File: src/rtl/id_ex_stage_pkg.sv
// Shared decode/execute definitions: control bundle layout, fixed register
// numbers and the ALU op codes the decoder and execute stage agree on.
package id_ex_stage_pkg;

  localparam int RA_REG   = 31;
  localparam int ZERO_REG = 0;

  localparam logic [2:0] ALU_ADD = 3'b001;
  localparam logic [2:0] ALU_SLT = 3'b010;

  typedef struct packed {
    logic       branch;
    logic       jump;
    logic       we_reg;
    logic       alu_src_imm;
    logic       we_dm;
    logic [2:0] alu_op;
    logic       wr_ra_jal;
    logic       wr_ra_instr;
    logic       jal_wd_sel;
    logic       dm_load_op;
    logic       r_type;
  } ctrl_t;

endpackage

File: src/rtl/id_ex_stage_hazard_detect.sv
// Load-use hazard detection: the decode-slot instruction reads a register
// that the load currently in EX has not yet produced.
module id_ex_stage_hazard_detect
  import id_ex_stage_pkg::*;
#(
  parameter int RW = 5
) (
  input  logic          valid_d,
  input  logic          jump_d,
  input  logic          branch_d,
  input  logic          we_dm_d,
  input  logic          r_type_d,
  input  logic [RW-1:0] rs_d,
  input  logic [RW-1:0] rt_d,
  input  logic          valid_e,
  input  logic          dm_load_op_e,
  input  logic          we_reg_e,
  input  logic [RW-1:0] wa_e,
  output logic          load_use
);

  logic uses_rs;
  logic uses_rt;
  logic load_in_ex;

  // Stores read rt as write data and branches compare rs with rt.
  assign uses_rs = valid_d & ~jump_d;
  assign uses_rt = valid_d & (r_type_d | branch_d | we_dm_d);

  // A load targeting $0 produces nothing a consumer could wait for.
  assign load_in_ex = valid_e & dm_load_op_e & we_reg_e & (wa_e != RW'(ZERO_REG));

  assign load_use = load_in_ex & ((uses_rs & (rs_d == wa_e)) |
                                  (uses_rt & (rt_d == wa_e)));

endmodule

File: src/rtl/id_ex_stage.sv
// ID/EX pipeline register: captures the decoded instruction, resolves its
// destination, inserts bubbles on load-use/flush and counts load-use bubbles.
module id_ex_stage
  import id_ex_stage_pkg::*;
#(
  parameter int DW    = 32,
  parameter int RW    = 5,
  parameter int CNT_W = 16
) (
  input  logic             clk,
  input  logic             rst_n,
  input  logic             valid_d,
  input  logic             branch_d,
  input  logic             jump_d,
  input  logic             we_reg_d,
  input  logic             alu_src_imm_d,
  input  logic             we_dm_d,
  input  logic             wr_ra_jal_d,
  input  logic             wr_ra_instr_d,
  input  logic             jal_wd_sel_d,
  input  logic             dm_load_op_d,
  input  logic             r_type_d,
  input  logic [2:0]       alu_op_d,
  input  logic [DW-1:0]    pc_plus4_d,
  input  logic [DW-1:0]    rd1_d,
  input  logic [DW-1:0]    rd2_d,
  input  logic [DW-1:0]    imm_d,
  input  logic [RW-1:0]    rs_d,
  input  logic [RW-1:0]    rt_d,
  input  logic [RW-1:0]    rd_d,
  input  logic             flush_e,
  input  logic             hold_e,
  output logic             stall_fd,
  output logic             valid_e,
  output logic             branch_e,
  output logic             jump_e,
  output logic             we_reg_e,
  output logic             alu_src_imm_e,
  output logic             we_dm_e,
  output logic             wr_ra_jal_e,
  output logic             wr_ra_instr_e,
  output logic             jal_wd_sel_e,
  output logic             dm_load_op_e,
  output logic             r_type_e,
  output logic [2:0]       alu_op_e,
  output logic [DW-1:0]    pc_plus4_e,
  output logic [DW-1:0]    rd1_e,
  output logic [DW-1:0]    rd2_e,
  output logic [DW-1:0]    imm_e,
  output logic [RW-1:0]    rs_e,
  output logic [RW-1:0]    rt_e,
  output logic [RW-1:0]    wa_e,
  output logic [CNT_W-1:0] bubble_cnt
);

  ctrl_t         ctrl_d;
  ctrl_t         ctrl_q;
  logic [RW-1:0] wa_d;
  logic          load_use;
  logic          insert_bubble;

  // NOTE: every combinational output gets a default first so no path can infer a latch.
  always_comb begin
    ctrl_d             = '0;
    ctrl_d.branch      = branch_d;
    ctrl_d.jump        = jump_d;
    ctrl_d.we_reg      = we_reg_d & valid_d;
    ctrl_d.alu_src_imm = alu_src_imm_d;
    ctrl_d.we_dm       = we_dm_d & valid_d;
    ctrl_d.alu_op      = alu_op_d;
    ctrl_d.wr_ra_jal   = wr_ra_jal_d;
    ctrl_d.wr_ra_instr = wr_ra_instr_d;
    ctrl_d.jal_wd_sel  = jal_wd_sel_d;
    ctrl_d.dm_load_op  = dm_load_op_d;
    ctrl_d.r_type      = r_type_d;

    wa_d = rt_d;
    if (jump_d && wr_ra_jal_d) wa_d = RW'(RA_REG);
    else if (r_type_d)         wa_d = rd_d;
  end

  id_ex_stage_hazard_detect #(.RW(RW)) u_hazard (
    .valid_d      (valid_d),
    .jump_d       (jump_d),
    .branch_d     (branch_d),
    .we_dm_d      (we_dm_d),
    .r_type_d     (r_type_d),
    .rs_d         (rs_d),
    .rt_d         (rt_d),
    .valid_e      (valid_e),
    .dm_load_op_e (ctrl_q.dm_load_op),
    .we_reg_e     (ctrl_q.we_reg),
    .wa_e         (wa_e),
    .load_use     (load_use)
  );

  // A flush already empties the decode slot, so it must not also stall it.
  assign stall_fd      = (load_use & ~flush_e) | hold_e;
  assign insert_bubble = flush_e | (~hold_e & load_use);

  // NOTE: sequential state uses non-blocking assignments so all registers update together at the edge.
  always_ff @(posedge clk) begin
    if (!rst_n || insert_bubble) begin
      valid_e    <= 1'b0;
      ctrl_q     <= '0;
      pc_plus4_e <= '0;
      rd1_e      <= '0;
      rd2_e      <= '0;
      imm_e      <= '0;
      rs_e       <= '0;
      rt_e       <= '0;
      wa_e       <= '0;
    end else if (!hold_e) begin
      valid_e    <= valid_d;
      ctrl_q     <= ctrl_d;
      pc_plus4_e <= pc_plus4_d;
      rd1_e      <= rd1_d;
      rd2_e      <= rd2_d;
      imm_e      <= imm_d;
      rs_e       <= rs_d;
      rt_e       <= rt_d;
      wa_e       <= wa_d;
    end
  end

  // Only load-use bubbles are counted; flush bubbles belong to branch resolution.
  always_ff @(posedge clk) begin
    if (!rst_n) begin
      bubble_cnt <= '0;
    end else if (!flush_e && !hold_e && load_use && (bubble_cnt != '1)) begin
      bubble_cnt <= bubble_cnt + CNT_W'(1);
    end
  end

  assign branch_e      = ctrl_q.branch;
  assign jump_e        = ctrl_q.jump;
  assign we_reg_e      = ctrl_q.we_reg;
  assign alu_src_imm_e = ctrl_q.alu_src_imm;
  assign we_dm_e       = ctrl_q.we_dm;
  assign wr_ra_jal_e   = ctrl_q.wr_ra_jal;
  assign wr_ra_instr_e = ctrl_q.wr_ra_instr;
  assign jal_wd_sel_e  = ctrl_q.jal_wd_sel;
  assign dm_load_op_e  = ctrl_q.dm_load_op;
  assign r_type_e      = ctrl_q.r_type;
  assign alu_op_e      = ctrl_q.alu_op;

endmodule

File: config.mk
export PLATFORM = sky130hd
export DESIGN_NAME = id_ex_stage
export DESIGN_NICKNAME = d
export VERILOG_FILES = /design/src/rtl/id_ex_stage_pkg.sv /design/src/rtl/id_ex_stage_hazard_detect.sv /design/src/rtl/id_ex_stage.sv
export SDC_FILE = /design/constraint.sdc
export NUM_CORES = 1
export LEC_CHECK = 0
export ABC_AREA = 1
export CAP_MARGIN = 40
export CORE_MARGIN = 1.5
export CORE_UTILIZATION = 44
export DETAILED_ROUTE_END_ITERATION = 7
export GPL_ROUTABILITY_DRIVEN = 0
export HOLD_SLACK_MARGIN = 0.08
export PLACE_DENSITY = 0.95
export SYNTH_ARGS = -nofsm -noshare
export SYNTH_HDL_FRONTEND = slang
export SYNTH_SLANG_ARGS = --single-unit
File: constraint.sdc
create_clock -name clk -period 3 [get_ports clk]
set_clock_uncertainty 0.1 [all_clocks]
set_input_delay 0.6 -clock clk [delete_from_list [all_inputs] [get_ports clk]]
set_output_delay 0.6 -clock clk [all_outputs]
set_load 0.005 [all_outputs]
==> impl_results.md, run 1 <==
* Post-synthesis sequential area ratio at 0.493
* Final setup viols at 0
* Mapped Cells at 910
* CTS Root Cell: clkbuf_16
* Max Fanout on Critical Path at 3
* Drt wl/cell at 15.0 um
* TritonCTS clock tree: done
* CTS HTree Levels at 4
* Post-synthesis cell area at 7020 um^2
* Initial antenna violation count at 0
* Req. time, crit path at 2.30 ns
* Worst skew pair latency at 0.41 ns
* Yosys top cell area share at 0.493
* Measured slew at the worst slew-check pin at 0.811 ns
* Fmax at 367 MHz
* Slowest stage delay, CP at 0.48 ns
* Vias in the first global route at just under 7000
* GRT overflow at 0
* # clock sinks at 173
* P_leak at 4.12 nW
* Post-Place Cell Area at around 10000 um^2
* Area growth syn-to-layout at 58.2%
* Util after Layout at 0.723
* Hpwl dp at 15600 um
* Pwr Total at 5.48 mW
* Arr. time, crit path at slightly above 2 ns
* Startpoint class of the critical path: input port
* Worst Hold Class: flop to flop
* Routed wire length at 21700 um
* RSZ-0062 raised after global routing: false
* Crit path capture type: output port
* Die H at 129 um
* Final worst-path cycle share at 0.909
* Slowest CP cell: clkdlybuf4s50_1
* PwrDens at 493 nW/um^2
* Clock Pin Slew Worst Setup and Hold Paths at approximately 0.060 ns
* Setup TNS at 0 ns
* Post-synthesis register bit count at 173
* Most frequent CP cell: nand2_1
* Initial core utilization at 0.457
* Mean Syn Cell Area at 7.71 um^2
* Design area at 11100 um^2
* WS Path Type: input port to output port
* Ys Warns at 0
* Die X at ~130 um
* FP Rows at 45
* DRC viols at 0
* Status: finished, final reports clean
* TritonRoute pass-1 iters at 5
* GRT Util Overall at 0.257
* Crit path time final at 2.73 ns
* Postcts setup bufs at 0
* Net count, final at about 1400
* Area of the die at 16700 um^2
* Post-synth top flop: dfxtp_1
* Layout cells sized above 1 at 0.126
* Final hold vios at 0
* Hold slack at 0.366 ns
* Syn Nets at 1072
* First-pass GRT wire length at 33800 um
* CTS max path bufs at 2
* Synth area leaders: dfxtp_1 (49%), nand2_1 (20%), a21oi_2 (12%)
* Port Buffers at 334
* ANT nets after route at 0
* Maxcap violations at 0
* Initial drt markers at 417
* Core outline area at 15400 um^2
* Area leader, netlist: dfxtp_1
* Worst slew margin at 0.459
* Largest net degree at the start of global routing at 80
* CP Cell Sequence: clkdlybuf4s50_1 > inv_1 > nand2_1 > nand2_1 > nor2_1 > nand3_1 > nand2_2 > nand3_1 > nand2_1 > dlygate4sd2_1
* Asr flop ratio synth at 0
* Commonest cells post-synth: nand2_1 (378), dfxtp_1 (173), a21oi_2 (100)
* EDFF count, synth at 0
* Cts bufs inserted at 17
* Via density at 4.92
* Most frequent cell after synthesis: nand2_1
* Ant. Diodes at 0
* Max Slew Vio Count at 0
* VDD IR max at 0.361 mV
* Synth cell types at 25
* Total number of vias at slightly above 7000
* I/O Pins at 335
final timing paths:
check             startpoint        end  slack, ns  cells past startpoint
setup / recovery     rs_d[2]   stall_fd       0.27                     10
hold / removal     rd1_e[19]  rd1_e[19]       0.37                      2
setup reg to reg     wa_e[2]  imm_e[14]       0.89                     10
hold reg to reg    rd1_e[19]  rd1_e[19]       0.37                      2
layer usage:
layer / up-vias / GRT usage / routed length, um / part of all wire
met4: 0 / 0.128 / 803 / 0.037
met2: 292 / 0.463 / 11200 / 0.51
met3: 61 / 0.0805 / 1860 / 0.086
met5: - / 0 / 0 / 0
li1: 3497 / - / - / -
met1: 3285 / 0.270 / 7890 / 0.36
repair_timing:
item	CTS	global route
setup endpoints to repair	1	0
hold buffers	0	0
resized for setup	1	0
where the power goes:
part	internal [mW]	switching [mW]	total [mW]
Clock	1.50	0.889	2.39
Sequential	2.37	0.0392	2.40
Combinational	0.388	0.299	0.686
Total	4.25	1.23	5.48
area by class of cell:
class                           count  area, um^2
Fill cell                        1047        4270
Inverter                           33         126
Tap cell                          211         264
Multi-Input combinational cell    649        3110
Clock inverter                     10         189
Timing Repair Buffer              353        3510
Clock buffer                       20         447
Sequential cell                   173        3460
flip-flops by register name, indices dropped and copies added (netlist names), 3 cells and up:
register    cells
rd1_e          32
rt_e            5
rs_e            5
pc_plus4_e     32
bubble_cnt     16
alu_op_e        3
rd2_e          32
imm_e          32
wa_e            5
kinds of logic (layout without fill, tap and decap cells):
logic type      Yosys count  after routing  share of synthesized area
compound gates          163            163                      0.173
fa+ha+maj                 1              1                    0.00178
buf+inv                  88            416                     0.0636
flops                   173            173                      0.493
simple gates            485            485                      0.268
worst max-delay path: cells and delay by family:
family | cells | cell delay (ns)
buffers and inverters | 3 | 0.82
and+or+nand+nor | 7 | 0.60
stage by stage:
stage                     instances  worst slack [ns]
after floorplan                 910              1.08
after global placement         1419            0.0116
after detailed placement       1419            0.0138
after CTS                      1449             0.266
after global routing           1449            0.0976
final                          1449             0.273
layout by cell type, fill, tap and decap left out, drive strengths merged, types with 2 or more instances in the layout:
master and count:
clkinv 3, nor2 89, o21ai 14, bufinv 5, nand4 5, clkdlybuf4s50 332, inv 34, clkbuf 20
dfxtp 173, a22oi 2, buf 20, a21oi 141, o211ai 4, nand3 9, nand2 379
No activity file was read; power rests on OpenSTA's default activity.
==> run 2: changes to the inputs <==
--- a/config.mk
+++ b/config.mk
@@ -7,12 +7,13 @@
 export LEC_CHECK = 0
 export ABC_AREA = 1
 export CAP_MARGIN = 40
-export CORE_MARGIN = 1.5
-export CORE_UTILIZATION = 44
+export CORE_AREA = 2 2 128 130
 export DETAILED_ROUTE_END_ITERATION = 7
+export DIE_AREA = 0 0 130 132
+export DONT_BUFFER_PORTS = 1
 export GPL_ROUTABILITY_DRIVEN = 0
 export HOLD_SLACK_MARGIN = 0.08
-export PLACE_DENSITY = 0.95
+export PLACE_DENSITY = 0.69
 export SYNTH_ARGS = -nofsm -noshare
 export SYNTH_HDL_FRONTEND = slang
 export SYNTH_SLANG_ARGS = --single-unit
==> impl_results.md, run 2 (synthesis gave the netlist of run 1 again) <==
* Total number of vias at 5648
* Layout cells sized above 1 at 0.163
* Area of the die at about 17000 um^2
* Max Slew Vio Count at 0
* Status: finished, final reports clean
* Maxcap violations at 0
* Initial antenna violation count at 0
* Pwr Total at 5.26 mW
* Die H at 132 um
* Clock Pin Slew Worst Setup and Hold Paths at 0.07 ns
* Die X at 130 um
* Setup TNS at 0 ns
* Via density at 5.09
* Worst Hold Class: input port to flop
* Non-filler cells in the finished layout at 1109
* Routed wire length at 17900 um
* Largest net degree at the start of global routing at 149
* Arr. time, crit path at 1.70 ns
* RSZ-0062 raised after global routing: false
* Util after Layout at 0.492
* Req. time, crit path at 2.30 ns
* Most frequent cells in the layout: nand2_1 (378), dfxtp_1 (173), a21oi_2 (100)
* Net count, final at 1042
* Crit path capture type: output port
* Port Buffers at 0
* Measured slew at the worst slew-check pin at slightly above 0.7 ns
* Design area at around 7700 um^2
* Fmax at approximately 420 MHz
* Drt wl/cell at ~16 um
* Post-CTS Hold Fix Bufs at 0
* Post-Place Cell Area at 7040 um^2
* Fillers at 1525
* GRT Util Overall at 0.203
* Ant. Diodes at 0
* P_leak at 2.86 nW
* CTS max path bufs at 2
* Pre-CTS setup slack at 0.674 ns
* PwrDens at 681 nW/um^2
* Cts bufs inserted at 17
* Initial drt markers at 321
* Final setup viols at 0
* ANT nets after route at 0
* Initial core utilization at 0.447
* Worst slew margin at 0.524
* Worst skew pair latency at 0.42 ns
* CTS Root Cell: clkbuf_16
* DRC viols at 0
* Hold slack at 0.200 ns
* First-pass GRT wire length at 27700 um
* FP Rows at 46
* Startpoint class of the critical path: flop
* Crit path time final at about 2.4 ns
* Max Fanout on Critical Path at 6
* Hpwl dp at 12400 um
* # clock sinks at 173
* Postcts setup bufs at 0
* Post-CTS Resized at 0
* CTS HTree Levels at 4
* Final worst setup slack at 0.598 ns
* I/O Pins at 335
* Area growth syn-to-layout at 10.1%
* GRT overflow at 0
* Core outline area at approximately 16000 um^2
* TritonCTS clock tree: done
* Final worst-path cycle share at 0.801
* Commonest non-fill, non-tap cell in the layout: nand2_1
* WS Path Type: flop to output port
* VDD IR max at just over 0.4 mV
* Final hold vios at 0
* TritonRoute pass-1 iters at 5
* Vias in the first global route at 5374
* DP Cell Count at 1077
[run 2: cell count changes in the layout (fill, tap and decap cells not counted), sizes merged]
cell,previous run,this run
clkbuf,20,18
clkinv,3,2
bufinv,5,6
buf,20,6
clkdlybuf4s50,332,0
dlygate4sd2,1,0
inv,34,38
[run 2: power breakdown]
group          internal [mW]  switching (mW)  leakage, nW
clock                   1.61           0.957        0.334
sequential              2.37          0.0623         1.41
combinational         0.0912           0.181         1.11
[run 2: area by class of cell]
type | count | area [um^2] | area share
inverters | 33 | 126 | 0.0163
clock buffers | 18 | 439 | 0.0568
flip-flops and latches | 173 | 3460 | 0.448
well taps | 216 | 270 | 0.0350
multi-input cells | 649 | 3110 | 0.402
repair buffers | 6 | 70.1 | 0.00906
clock inverters | 14 | 251 | 0.0325
[run 2: path summary, 6_finish.rpt]
check	from	to	cells after the start	slack, ns
worst max-delay path	wa_e[4]	stall_fd	8	0.60
worst min-delay path	rst_n	bubble_cnt[9]	2	0.20
worst max register to register	wa_e[4]	rs_e[1]	10	0.79
worst min register to register	jal_wd_sel_e	jal_wd_sel_e	2	0.38
[run 2: routing by layer]
layer  global-route usage  wire length [um]  vias to the layer above
met4               0.0783               468                        0
met3               0.0836              1780                       32
li1                     -                 -                     2809
met1                0.236              7230                     2556
met5                    0                 0                        -
met2                0.331              8450                      251
[run 2: critical path, cell delays in order, from the launching register on]
cell and delay, ns:
dfxtp_1 0.51, inv_2 0.06, nand2_1 0.06, nand2_1 0.05
nor2_1 0.16, nand3_1 0.11, nand2_2 0.12, nand3_1 0.09
nand2_1 0.12
==> run 3: changes to the inputs <==
--- a/config.mk
+++ b/config.mk
@@ -13,7 +13,7 @@
 export DONT_BUFFER_PORTS = 1
 export GPL_ROUTABILITY_DRIVEN = 0
 export HOLD_SLACK_MARGIN = 0.08
-export PLACE_DENSITY = 0.69
+export PLACE_DENSITY = 0.71
 export SYNTH_ARGS = -nofsm -noshare
 export SYNTH_HDL_FRONTEND = slang
 export SYNTH_SLANG_ARGS = --single-unit
==> constraint.sdc (replaced) <==
create_clock -name clk -period 2.15 [get_ports clk]
set_clock_uncertainty 0.1 [all_clocks]
set_input_delay 0.43 -clock clk [delete_from_list [all_inputs] [get_ports clk]]
set_output_delay 0.43 -clock clk [all_outputs]
set_load 0.005 [all_outputs]
==> impl_results.md, run 3 (synthesis gave the netlist of run 1 again) <==
* Status: finished, final reports clean
* Max Fanout on Critical Path at 4
* Final worst-path cycle share at 0.973
* Via density at about 5
* TritonRoute pass-1 iters at 5
* P_leak at between 3 and 4 nW
* Initial core utilization at 0.447
* Crit path capture type: flop
* Critical Path Start: wa_e[1]
* Critical Path Sink: imm_e[1]
* Worst skew pair latency at 0.42 ns
* Fillers at 1275
* Final setup viols at 0
* Area growth syn-to-layout at 35.0%
* Final hold vios at 0
* Worst R2R End: imm_e[1]
* TritonCTS clock tree: done
* Initial drt markers at 380
* Core outline area at 15700 um^2
* Worst slew margin at 0.565
* Hpwl dp at approximately 12000 um
* FP Rows at 46
* Total number of vias at around 6600
* Worst Hold Class: input port to flop
* Arr. time, crit path at 2.30 ns
* CP Cell Sequence: inv_2 > nand2_1 > nand2_1 > nor2_1 > nand3_1 > nand2_4 > nand3_4 > nand3_4 > clkbuf_16 > a21oi_2 > dlygate4sd3_1
* Startpoint class of the critical path: flop
* Routed wire length at between 20000 and 25000 um
* CTS Root Cell: clkbuf_16
* Vias in the first global route at approximately 6500
* Net count, final at 1216
* CTS HTree Levels at 4
* ANT nets after route at 0
* Port Buffers at 0
* Die H at 132 um
* Drt wl/cell at 17.0 um
* Most frequent cells in the layout: nand2_1 (375), dfxtp_1 (168), dlygate4sd3_1 (151)
* Pwr Total at ~7.1 mW
* DRC viols at 0
* Initial antenna violation count at 0
* Max Slew Vio Count at 0
* WS Path Type: flop to flop
* Crit path time final at about 2.1 ns
* Reg area at 3480 um^2
* R2R depth at 11
* First-pass GRT wire length at ~33000 um
* Die X at 130 um
* Post-Place Cell Area at 7190 um^2
* Ant. Diodes at 0
* GRT overflow at 0
* Area of the multi-input gates at 3140 um^2
* Design area at ~9500 um^2
* Measured slew at the worst slew-check pin at ~0.65 ns
* Commonest non-fill, non-tap cell in the layout: nand2_1
* Layout cells sized above 1 at 0.173
* CTS max path bufs at 2
* Slowest stage delay, CP at 0.55 ns
* Maxcap violations at 0
* Clock Pin Slew Worst Setup and Hold Paths at 0.07 ns
* Fmax at between 400 and 500 MHz
* Req. time, crit path at 2.36 ns
* Worst reg-to-reg setup slack at 0.06 ns
* I/O Pins at roughly 340
* Largest net degree at the start of global routing at 79
* # clock sinks at 173
* GRT Util Overall at 0.243
* Area of the die at 17200 um^2
* Cts bufs inserted at 17
* RR Startpoint: wa_e[1]
* PwrDens at ~750 nW/um^2
* VDD IR max at approximately 0.64 mV
* Slowest CP cell: dlygate4sd3_1
-- run 3: power breakdown --
part | switching, mW | total (mW) | internal, mW
registers | 0.0924 | 3.39 | 3.30
logic | 0.370 | 0.717 | 0.347
clock network | 1.35 | 3.00 | 1.65
-- run 3: routing by layer --
layer  wire (um)  global-route usage  vias up
met5           0                   0        -
met4         784               0.111        0
li1            -                   -     3163
met2       11000               0.411      377
met1        8100               0.276     3015
met3        1970              0.0791       57
-- run 3: per-stage QoR --
stage | hold slack, ns | utilization | setup TNS, ns | std cells | worst slack [ns]
2_1_floorplan | 0.351 | - | 0 | 910 | 0.424
3_3_place_gp | 0.369 | 0.457 | 0 | 1090 | 0.0394
3_5_place_dp | 0.375 | 0.458 | 0 | 1091 | 0.163
4_1_cts | 0.0815 | 0.594 | 0 | 1277 | 0.0119
5_1_grt | 0.0909 | 0.603 | -0.104 | 1283 | -0.0199
6_report | 0.101 | 0.603 | 0 | 1283 | 0.0582
-- run 3: how the worst min path moves through the flow --
stage	slack, ns	start	depth (start not counted)	endpoint
2_1_floorplan	0.35	rd1_e[21]	2	rd1_e[21]
3_3_place_gp	0.37	rd1_e[21]	2	rd1_e[21]
3_5_place_dp	0.38	pc_plus4_e[6]	2	pc_plus4_e[6]
4_1_cts	0.08	hold_e	2	we_reg_e
5_1_grt	0.09	hold_e	2	we_reg_e
6_report	0.10	hold_e	2	we_reg_e
-- run 3: critical path, delay by kind of cell (launching register included) --
kind / cells / cell delay, ns
buf+inv: 3 / 0.77
compound gates: 1 / 0.03
simple gates: 7 / 0.70
flops: 1 / 0.38
-- run 3: cell type report --
cell class / instances / share of cell area
Timing Repair Buffer: 180 / 0.199
Tap cell: 216 / 0.0285
Clock inverter: 14 / 0.0140
Multi-Input combinational cell: 649 / 0.332
Clock buffer: 18 / 0.0464
Sequential cell: 173 / 0.367
Inverter: 33 / 0.0133
-- run 3: timing repair --
item / 4_1_cts / 5_1_grt
gates resized for setup: 3 / 21
cloned: 0 / 2
pin swaps: 0 / 7
buffers inserted: 0 / 3
hold endpoints to repair: 158 / 1
hold buffers: 154 / 1
setup endpoints to repair: 1 / 16
